--- src/rtl/wb_stage_pkg.sv ---
// Shared constants for the writeback stage and its decode-side users.
// Latency: n/a (declarations only).
// Backpressure: n/a.
package wb_stage_pkg;

    // Load size encodings; any value above LD_WORD is also a full word.
    localparam logic [1:0] LD_BYTE = 2'd0;
    localparam logic [1:0] LD_HALF = 2'd1;
    localparam logic [1:0] LD_WORD = 2'd2;

    // Register 0 is hardwired: writes to it are consumed and dropped.
    localparam logic [4:0] REG_ZERO = 5'd0;

    // Register aliases shared with decode.
    localparam logic [4:0] ZERO = 5'd0;
    localparam logic [4:0] AT   = 5'd1;
    localparam logic [4:0] V0   = 5'd2;
    localparam logic [4:0] V1   = 5'd3;
    localparam logic [4:0] A0   = 5'd4;
    localparam logic [4:0] A1   = 5'd5;
    localparam logic [4:0] A2   = 5'd6;
    localparam logic [4:0] A3   = 5'd7;
    localparam logic [4:0] T0   = 5'd8;
    localparam logic [4:0] T1   = 5'd9;
    localparam logic [4:0] T2   = 5'd10;
    localparam logic [4:0] T3   = 5'd11;
    localparam logic [4:0] T4   = 5'd12;
    localparam logic [4:0] T5   = 5'd13;
    localparam logic [4:0] T6   = 5'd14;
    localparam logic [4:0] T7   = 5'd15;
    localparam logic [4:0] S0   = 5'd16;
    localparam logic [4:0] S1   = 5'd17;
    localparam logic [4:0] S2   = 5'd18;
    localparam logic [4:0] S3   = 5'd19;
    localparam logic [4:0] S4   = 5'd20;
    localparam logic [4:0] S5   = 5'd21;
    localparam logic [4:0] S6   = 5'd22;
    localparam logic [4:0] S7   = 5'd23;
    localparam logic [4:0] T8   = 5'd24;
    localparam logic [4:0] T9   = 5'd25;
    localparam logic [4:0] K0   = 5'd26;
    localparam logic [4:0] K1   = 5'd27;
    localparam logic [4:0] GP   = 5'd28;
    localparam logic [4:0] SP   = 5'd29;
    localparam logic [4:0] FP   = 5'd30;
    localparam logic [4:0] RA   = 5'd31;

endpackage

--- src/rtl/wb_load_align.sv ---
// Little-endian lane select plus sign/zero extension of a raw load word.
// Latency: purely combinational.
// Backpressure: none.
module wb_load_align
    import wb_stage_pkg::*;
(
    input  logic [31:0] ld_word,
    input  logic [1:0]  ld_addr_lo,
    input  logic [1:0]  ld_size,
    input  logic        ld_signed,
    output logic [31:0] aligned
);

    logic [7:0]  byte_lane;
    logic [15:0] half_lane;

    // Pick the addressed lanes, then extend according to size and signedness.
    always_comb begin
        byte_lane = ld_word[7:0];
        case (ld_addr_lo)
            2'd0: byte_lane = ld_word[7:0];
            2'd1: byte_lane = ld_word[15:8];
            2'd2: byte_lane = ld_word[23:16];
            default: byte_lane = ld_word[31:24];
        endcase
        // Halfword alignment ignores address bit 0.
        half_lane = ld_addr_lo[1] ? ld_word[31:16] : ld_word[15:0];

        aligned = ld_word;
        if (ld_size == LD_BYTE) begin
            aligned = {{24{ld_signed & byte_lane[7]}}, byte_lane};
        end else if (ld_size == LD_HALF) begin
            aligned = {{16{ld_signed & half_lane[15]}}, half_lane};
        end
    end

endmodule

--- src/rtl/wb_stage.sv ---
// Writeback merge of ALU and load results into one registered regfile write.
// Latency: 1 cycle from acceptance to write; a load colliding with ALU waits in hold.
// Backpressure: ALU never stalls; ld_ready drops while the one-entry hold is full.
module wb_stage
    import wb_stage_pkg::*;
#(
    parameter int DW = 32,
    parameter int AW = 5
)
(
    input  logic          clk,
    input  logic          reset,
    input  logic          alu_valid,
    input  logic [AW-1:0] alu_dst,
    input  logic [DW-1:0] alu_data,
    input  logic          ld_valid,
    output logic          ld_ready,
    input  logic [AW-1:0] ld_dst,
    input  logic [DW-1:0] ld_word,
    input  logic [1:0]    ld_addr_lo,
    input  logic [1:0]    ld_size,
    input  logic          ld_signed,
    input  logic [AW-1:0] chk_reg0,
    input  logic [AW-1:0] chk_reg1,
    output logic          hazard,
    output logic          reg_wren,
    output logic [AW-1:0] w_reg0,
    output logic [DW-1:0] w_data
);

    logic          wren_q, wren_d;
    logic [AW-1:0] wreg_q, wreg_d;
    logic [DW-1:0] wdata_q, wdata_d;
    logic          hold_vld_q, hold_vld_d;
    logic [AW-1:0] hold_dst_q, hold_dst_d;
    logic [DW-1:0] hold_data_q, hold_data_d;

    logic [DW-1:0] ld_aligned;
    logic          ld_xfer;
    logic          ld_live;
    logic          alu_take;

    // Alignment happens at transfer so the hold buffer stores final data.
    wb_load_align u_align (
        .ld_word    (ld_word),
        .ld_addr_lo (ld_addr_lo),
        .ld_size    (ld_size),
        .ld_signed  (ld_signed),
        .aligned    (ld_aligned)
    );

    assign ld_ready = !hold_vld_q;
    assign ld_xfer  = ld_valid && ld_ready;
    assign ld_live  = ld_xfer && (ld_dst != REG_ZERO);
    assign alu_take = alu_valid && (alu_dst != REG_ZERO);

    // Arbitrate ALU > held entry > new load into the output slot.
    always_comb begin
        wren_d      = 1'b0;
        wreg_d      = wreg_q;
        wdata_d     = wdata_q;
        hold_vld_d  = hold_vld_q;
        hold_dst_d  = hold_dst_q;
        hold_data_d = hold_data_q;
        if (alu_take) begin
            wren_d  = 1'b1;
            wreg_d  = alu_dst;
            wdata_d = alu_data;
            // A load can only transfer when hold is empty, so it never overwrites.
            if (ld_live) begin
                hold_vld_d  = 1'b1;
                hold_dst_d  = ld_dst;
                hold_data_d = ld_aligned;
            end
        end else if (hold_vld_q) begin
            wren_d     = 1'b1;
            wreg_d     = hold_dst_q;
            wdata_d    = hold_data_q;
            hold_vld_d = 1'b0;
        end else if (ld_live) begin
            wren_d  = 1'b1;
            wreg_d  = ld_dst;
            wdata_d = ld_aligned;
        end
    end

    // Output slot and hold buffer state; reset drops any pending write.
    always_ff @(posedge clk) begin
        if (reset) begin
            wren_q      <= 1'b0;
            wreg_q      <= '0;
            wdata_q     <= '0;
            hold_vld_q  <= 1'b0;
            hold_dst_q  <= '0;
            hold_data_q <= '0;
        end else begin
            wren_q      <= wren_d;
            wreg_q      <= wreg_d;
            wdata_q     <= wdata_d;
            hold_vld_q  <= hold_vld_d;
            hold_dst_q  <= hold_dst_d;
            hold_data_q <= hold_data_d;
        end
    end

    // Register 0 is never a real dependency, so it never raises hazard.
    always_comb begin
        hazard = 1'b0;
        if (chk_reg0 != REG_ZERO) begin
            hazard = hazard || (hold_vld_q && hold_dst_q == chk_reg0)
                            || (wren_q && wreg_q == chk_reg0);
        end
        if (chk_reg1 != REG_ZERO) begin
            hazard = hazard || (hold_vld_q && hold_dst_q == chk_reg1)
                            || (wren_q && wreg_q == chk_reg1);
        end
    end

    assign reg_wren = wren_q;
    assign w_reg0   = wreg_q;
    assign w_data   = wdata_q;

endmodule

--- config.mk ---
export PLATFORM = sky130hd
export DESIGN_NAME = wb_stage
export DESIGN_NICKNAME = d
export VERILOG_FILES = /design/src/rtl/wb_stage_pkg.sv /design/src/rtl/wb_load_align.sv /design/src/rtl/wb_stage.sv
export SDC_FILE = /design/constraint.sdc
export NUM_CORES = 1
export LEC_CHECK = 0
export CAP_MARGIN = 40
export CORE_ASPECT_RATIO = 0.9
export CORE_MARGIN = 2
export CORE_UTILIZATION = 53
export CTS_BUF_LIST = sky130_fd_sc_hd__clkbuf_16
export DETAILED_ROUTE_END_ITERATION = 12
export HOLD_SLACK_MARGIN = 0.05
export PLACE_DENSITY = 0.86
export SLEW_MARGIN = 10
export SYNTH_ARGS = -nofsm -noshare
export SYNTH_HDL_FRONTEND = slang
export SYNTH_SLANG_ARGS = --single-unit
export TNS_END_PERCENT = 5
--- constraint.sdc ---
create_clock -name clk -period 4.41 [get_ports clk]
set_input_delay 0.882 -clock clk [delete_from_list [all_inputs] [get_ports clk]]
set_output_delay 0.882 -clock clk [all_outputs]
set_load 0.02 [all_outputs]
Yosys cells after proc, flatten, opt, wreduce, memory -nomap -nowiden
Index checks and enable logic that the tools add are counted.
Widths: inputs -> output; s select.
- equal/unequal tests: 7
- muxes and demuxes: 15
- bitwise operators: 3
- reduce and logical (&&, ||, !) cells: 20
- operators with widths (cell ; number):
    $mux 32 ; 5
    $pmux 8 s3 ; 1
    $eq 5x5->1 ; 4
    $reduce_bool 5->1 ; 4
    $mux 16 ; 1
    $mux 5 ; 3
    $logic_and 1x1->1 ; 7
    $mux 1 ; 5
    $eq 2x1->1 const B ; 2
    $logic_not 2->1 ; 2
    $logic_or 1x1->1 ; 3
    $reduce_bool 3->1 ; 1
    $and 1x1->1 ; 2
    $eq 2x2->1 const B ; 1
    $reduce_and 2->1 ; 1
    $reduce_or 2->1 ; 1
    $logic_not 1->1 ; 1
    $not 1->1 ; 1
- flip-flop bits (word level): 76
- input bits: 93
- output and inout port bits: 40
- logic and storage cells: 51

Longest topological paths before layout
- depth after elaboration: 7
- mapped depth: 8
- mapped depth without buffers: 4

By module
From an unflattened synthesis, not the netlist that was laid out.
- cell total of the unflattened synthesis: 674
- area, all modules: 5208.7 µm²
- by module, submodules not included (module ; times used ; cells each ; area an instance (µm²) ; seq. area each (µm²)):
    wb_stage ; 1 ; 549 ; 4344.2 ; 1521.5
    wb_load_align ; 1 ; 125 ; 864.6 ; 0.0

Least setup slack after synthesis
OpenSTA, ideal clock, no wires.
- path kind: input to output
- start point: input port chk_reg1[3]
- end point: output port hazard
- arrival: 1.776 ns
- required time: 3.528 ns
- setup slack: 1.752 ns
- stages on the path: 4
- path buffers: 0
- path through: xor2_1 > nor4_1 > a32oi_1 > o22ai_1
- word-level cells in the longest chain between the ends: 5
- elaborated cells between the ends (all ways): 8
- those cells by class: 2 x eq/ne; 1 x mux; 5 x reduce/logical
- RTL lines (what ; RTL line ; RTL):
    start: declaration ; wb_stage.sv:24 ; input logic [AW-1:0] chk_reg1,
    $eq 5x5->1 ; wb_stage.sv:114 ; hazard = hazard || (hold_vld_q && hold_dst_q == chk_reg1)
    $logic_and 1x1->1 ; wb_stage.sv:114 ;
    $logic_or 1x1->1 ; wb_stage.sv:114 ;
    $logic_or 1x1->1 ; wb_stage.sv:115 ; || (wren_q && wreg_q == chk_reg1);
    $mux 1 (*) ; wb_stage.sv:113 ; if (chk_reg1 != REG_ZERO) begin
    end: declaration ; wb_stage.sv:25 ; output logic hazard,
Mark *: on every way between the ends. The rest lies on a longest branch, timed or not.

Worst setup path after layout
Same ends and word-level chain as after synthesis.

==> flow_metrics.tcl <==
set metrics [dict create \
    postSynthCellCount 592 \
    fin_nets 775 \
    synth_area_sq_um 5020 \
    initial_core_util 0.548 \
    holdBufCountCts 0 \
    grt_pass1_vias 5272 \
    worst_pin_slew_ns 0.901 \
    critPathMaxStageDelay_ns 0.62 \
    cts_inserted_buffers 9 \
    layout_commonest_cell "clkdlybuf4s50_1" \
    irDropWorstVdd_mv 0.176 \
    rsz0062_at_grt "false" \
    clock_latency_ns 0.34 \
    critical_path_class "input port to output port" \
    grt_pass1_wl_microns 26500 \
    required_ns 3.53 \
    slew_violations 0 \
    outcome "finished, final reports clean" \
    cts-root-buf "clkbuf_16" \
    place_area_sq_um 6310 \
    grt_max_degree 46 \
    die_y_microns 96.3 \
    hold_path.class "register to register" \
    antenna_found_initial 0 \
    synthDistinctLibCells 67 \
    async_reset_ff_frac 0 \
    p_int_w 0.00142 \
    final_cell_area_sq_um 6590 \
    cts_tree "done" \
    crit_path_frequent_cell "clkdlybuf4s50_1" \
    path_cells "clkdlybuf4s50_1, xor2_1, nor4_1, a32oi_1, o22ai_1, clkdlybuf4s50_1" \
    skew_ns 0.00456 \
    ys_ff_latch 76 \
    clk_pin_slew_worst_paths_ns 0.06 \
    fillers 709 \
    layout_common_cells "clkdlybuf4s50_1, dfxtp_1, a21oi_1" \
    fin_crit_sh 0.837 \
    critPathLaunch "chk_reg1[3]" \
    power_frac_clock 0.351 \
    finish.utilization 0.719 \
    setup_viol 0 \
    finalSetupTns_ns 0 \
    cap_violations 0 \
    first_pass_iters 6 \
    rr_worst_depth 7 \
    vias 5583 \
    regToRegSetupSlack_ns 2.03 \
    crit_path_start_kind "input port" \
    p_sw_frac 0.306 \
    multiInputGateArea_sq_um 3170 \
    ant_nets 0 \
    layout-drive-gt1-share 0.0802 \
    ios 133 \
    crit_end "hazard" \
    leakage_nw 2.36 \
    synth-seq-area-share 0.303 \
    final-hold-violation-count 0 \
    vias_per_cell 6.91 \
    synth.avg_cell_area_sq_um 8.48 \
    cp_max_fo 3 \
    postCtsSetupBuffers 0 \
    period_needed_ns 3.69 \
    port_buffers 132 \
    r2r_end "hold_data_q[29]" \
    gp_congestion 0.935 \
    r2r-start "hold_vld_q" \
    dp_hpwl_microns 11700 \
    die_x_microns 107 \
    core-area_sq_um 9170 \
    seq_power_share 0.378 \
    dieArea_sq_um 10300 \
    synth-edff-count 0 \
    combinationalPowerShare 0.271 \
    diodes 0 \
    track_usage 0.326 \
    grt_overflow_total 0 \
    total_power_w 0.00205 \
    ctsResizeCount 0 \
    critPathSlowestCell "clkdlybuf4s50_1" \
    power_density_nw_per_um2 311 \
    drt_iter0_drc 642 \
    timing.fmax_mhz 271 \
    area_delta_synth_final_pct 31.3 \
    p_sw_w 0.000628 \
    worst_slack_ns 0.717 \
    slew_headroom 0.399 \
    wire_per_inst_microns 20.9 \
    end_kind "output port" \
    synth_ff_type "dfxtp_1" \
    routed_wl_microns 16900 \
    clock-sinks 76 \
    htree_levels 3 \
    synth_nets 685 \
    post-route-drc-count 0 \
    cts_buffer_depth 2 \
    pre_cts_ws_ns 0.732 \
    regArea_sq_um 1520 \
    arrival_ns 2.81 \
    synth_warnings 0 \
    num_rows 33 \
]
-- cell usage after synthesis, types with 3 or more instances --
library cell | n | area, sq um
nor4_1 | 6 | 37.5
a211oi_1 | 16 | 120
a2111oi_0 | 13 | 114
a21oi_1 | 57 | 285
buf_6 | 4 | 45.0
buf_2 | 21 | 105
nand3_1 | 20 | 100
nor2_1 | 31 | 116
o31ai_1 | 7 | 52.6
a311oi_1 | 23 | 201
dfxtp_1 | 76 | 1520
a221oi_1 | 11 | 96.3
a32oi_1 | 9 | 78.8
nand2_1 | 39 | 146
o22ai_1 | 9 | 56.3
o311ai_1 | 7 | 61.3
buf_4 | 3 | 22.5
clkbuf_1 | 39 | 146
a22o_1 | 7 | 61.3
or3_1 | 3 | 18.8
nand2b_1 | 9 | 56.3
mux2i_1 | 14 | 140
nor2b_1 | 5 | 31.3
and2_1 | 7 | 43.8
xor2_1 | 18 | 158
o211a_1 | 16 | 160
o21ai_0 | 15 | 75.1
o211ai_1 | 7 | 52.6
o32ai_1 | 16 | 140
a31oi_1 | 16 | 100
o2111a_1 | 8 | 90.1
a41oi_1 | 8 | 70.1
or3b_1 | 6 | 52.6
-- metrics by stage --
step                hold slack (ns)  cells
floorplan                     0.472    592
global placement              0.485    793
detailed placement            0.491    793
CTS                           0.500    808
global route                  0.518    808
finish                        0.496    808
-- power groups by stage --
stage                     Sequential [W]  Combinational, W  Clock [W]
after floorplan                 0.000817          0.000280          0
after global routing            0.000780          0.000592   0.000751
after global placement          0.000787          0.000528          0
after CTS                       0.000774          0.000546   0.000720
after detailed placement        0.000789          0.000542          0
final                           0.000775          0.000557   0.000719
-- how the worst min path moves through the flow --
| stage | startpoint | end | slack, ns | depth (start not counted) |
|---|---|---|---|---|
| floorplan | hold_data_q[16] | w_data[16] | 0.47 | 2 |
| global placement | hold_data_q[11] | w_data[11] | 0.48 | 2 |
| detailed placement | w_data[10] | w_data[10] | 0.49 | 2 |
| CTS | hold_data_q[11] | w_data[11] | 0.50 | 2 |
| global route | w_data[10] | w_data[10] | 0.52 | 2 |
| finish | w_data[10] | w_data[10] | 0.50 | 2 |
-- final cells by class --
type / instances / share of cell area
multi-input cells: 443 / 0.481
flip-flops and latches: 76 / 0.231
repair buffers: 148 / 0.220
clock buffers: 9 / 0.0342
well taps: 122 / 0.0232
clock inverters: 6 / 0.00892
inverters: 4 / 0.00228
-- registers in the layout (all words and copies together), names as in the netlist --
| register | flops |
|---|---|
| hold_data_q | 32 |
| hold_dst_q | 5 |
| hold_vld_q | 1 |
| reg_wren | 1 |
| w_data | 32 |
| w_reg0 | 5 |
-- layer usage --
layer	track usage	wire (microns)	share of wire
met5	0	0	0
met4	0.121	444	0.026
met3	0.0616	1760	0.10
met2	0.545	7760	0.46
met1	0.421	6950	0.41
-- critical path, delay by kind of cell --
family | cells | cell delay [ns]
compound gates | 2 | 0.33
xor+xnor | 1 | 0.18
buf+inv | 2 | 1.09
simple gates | 1 | 0.32
-- cell families (layout without fill, tap and decap cells) --
| kind of cell | count (synthesis) | count (layout) | share of synthesized area |
|---|---|---|---|
| and+or+nand+nor | 142 | 142 | 0.145 |
| AOI/OAI and AO/OA | 264 | 264 | 0.410 |
| DFF | 76 | 76 | 0.303 |
| xor gates and xnor gates | 20 | 20 | 0.0349 |
| buffers and inverters | 73 | 167 | 0.0683 |
| muxes | 17 | 17 | 0.0379 |
(Power assumes the default switching activity.)
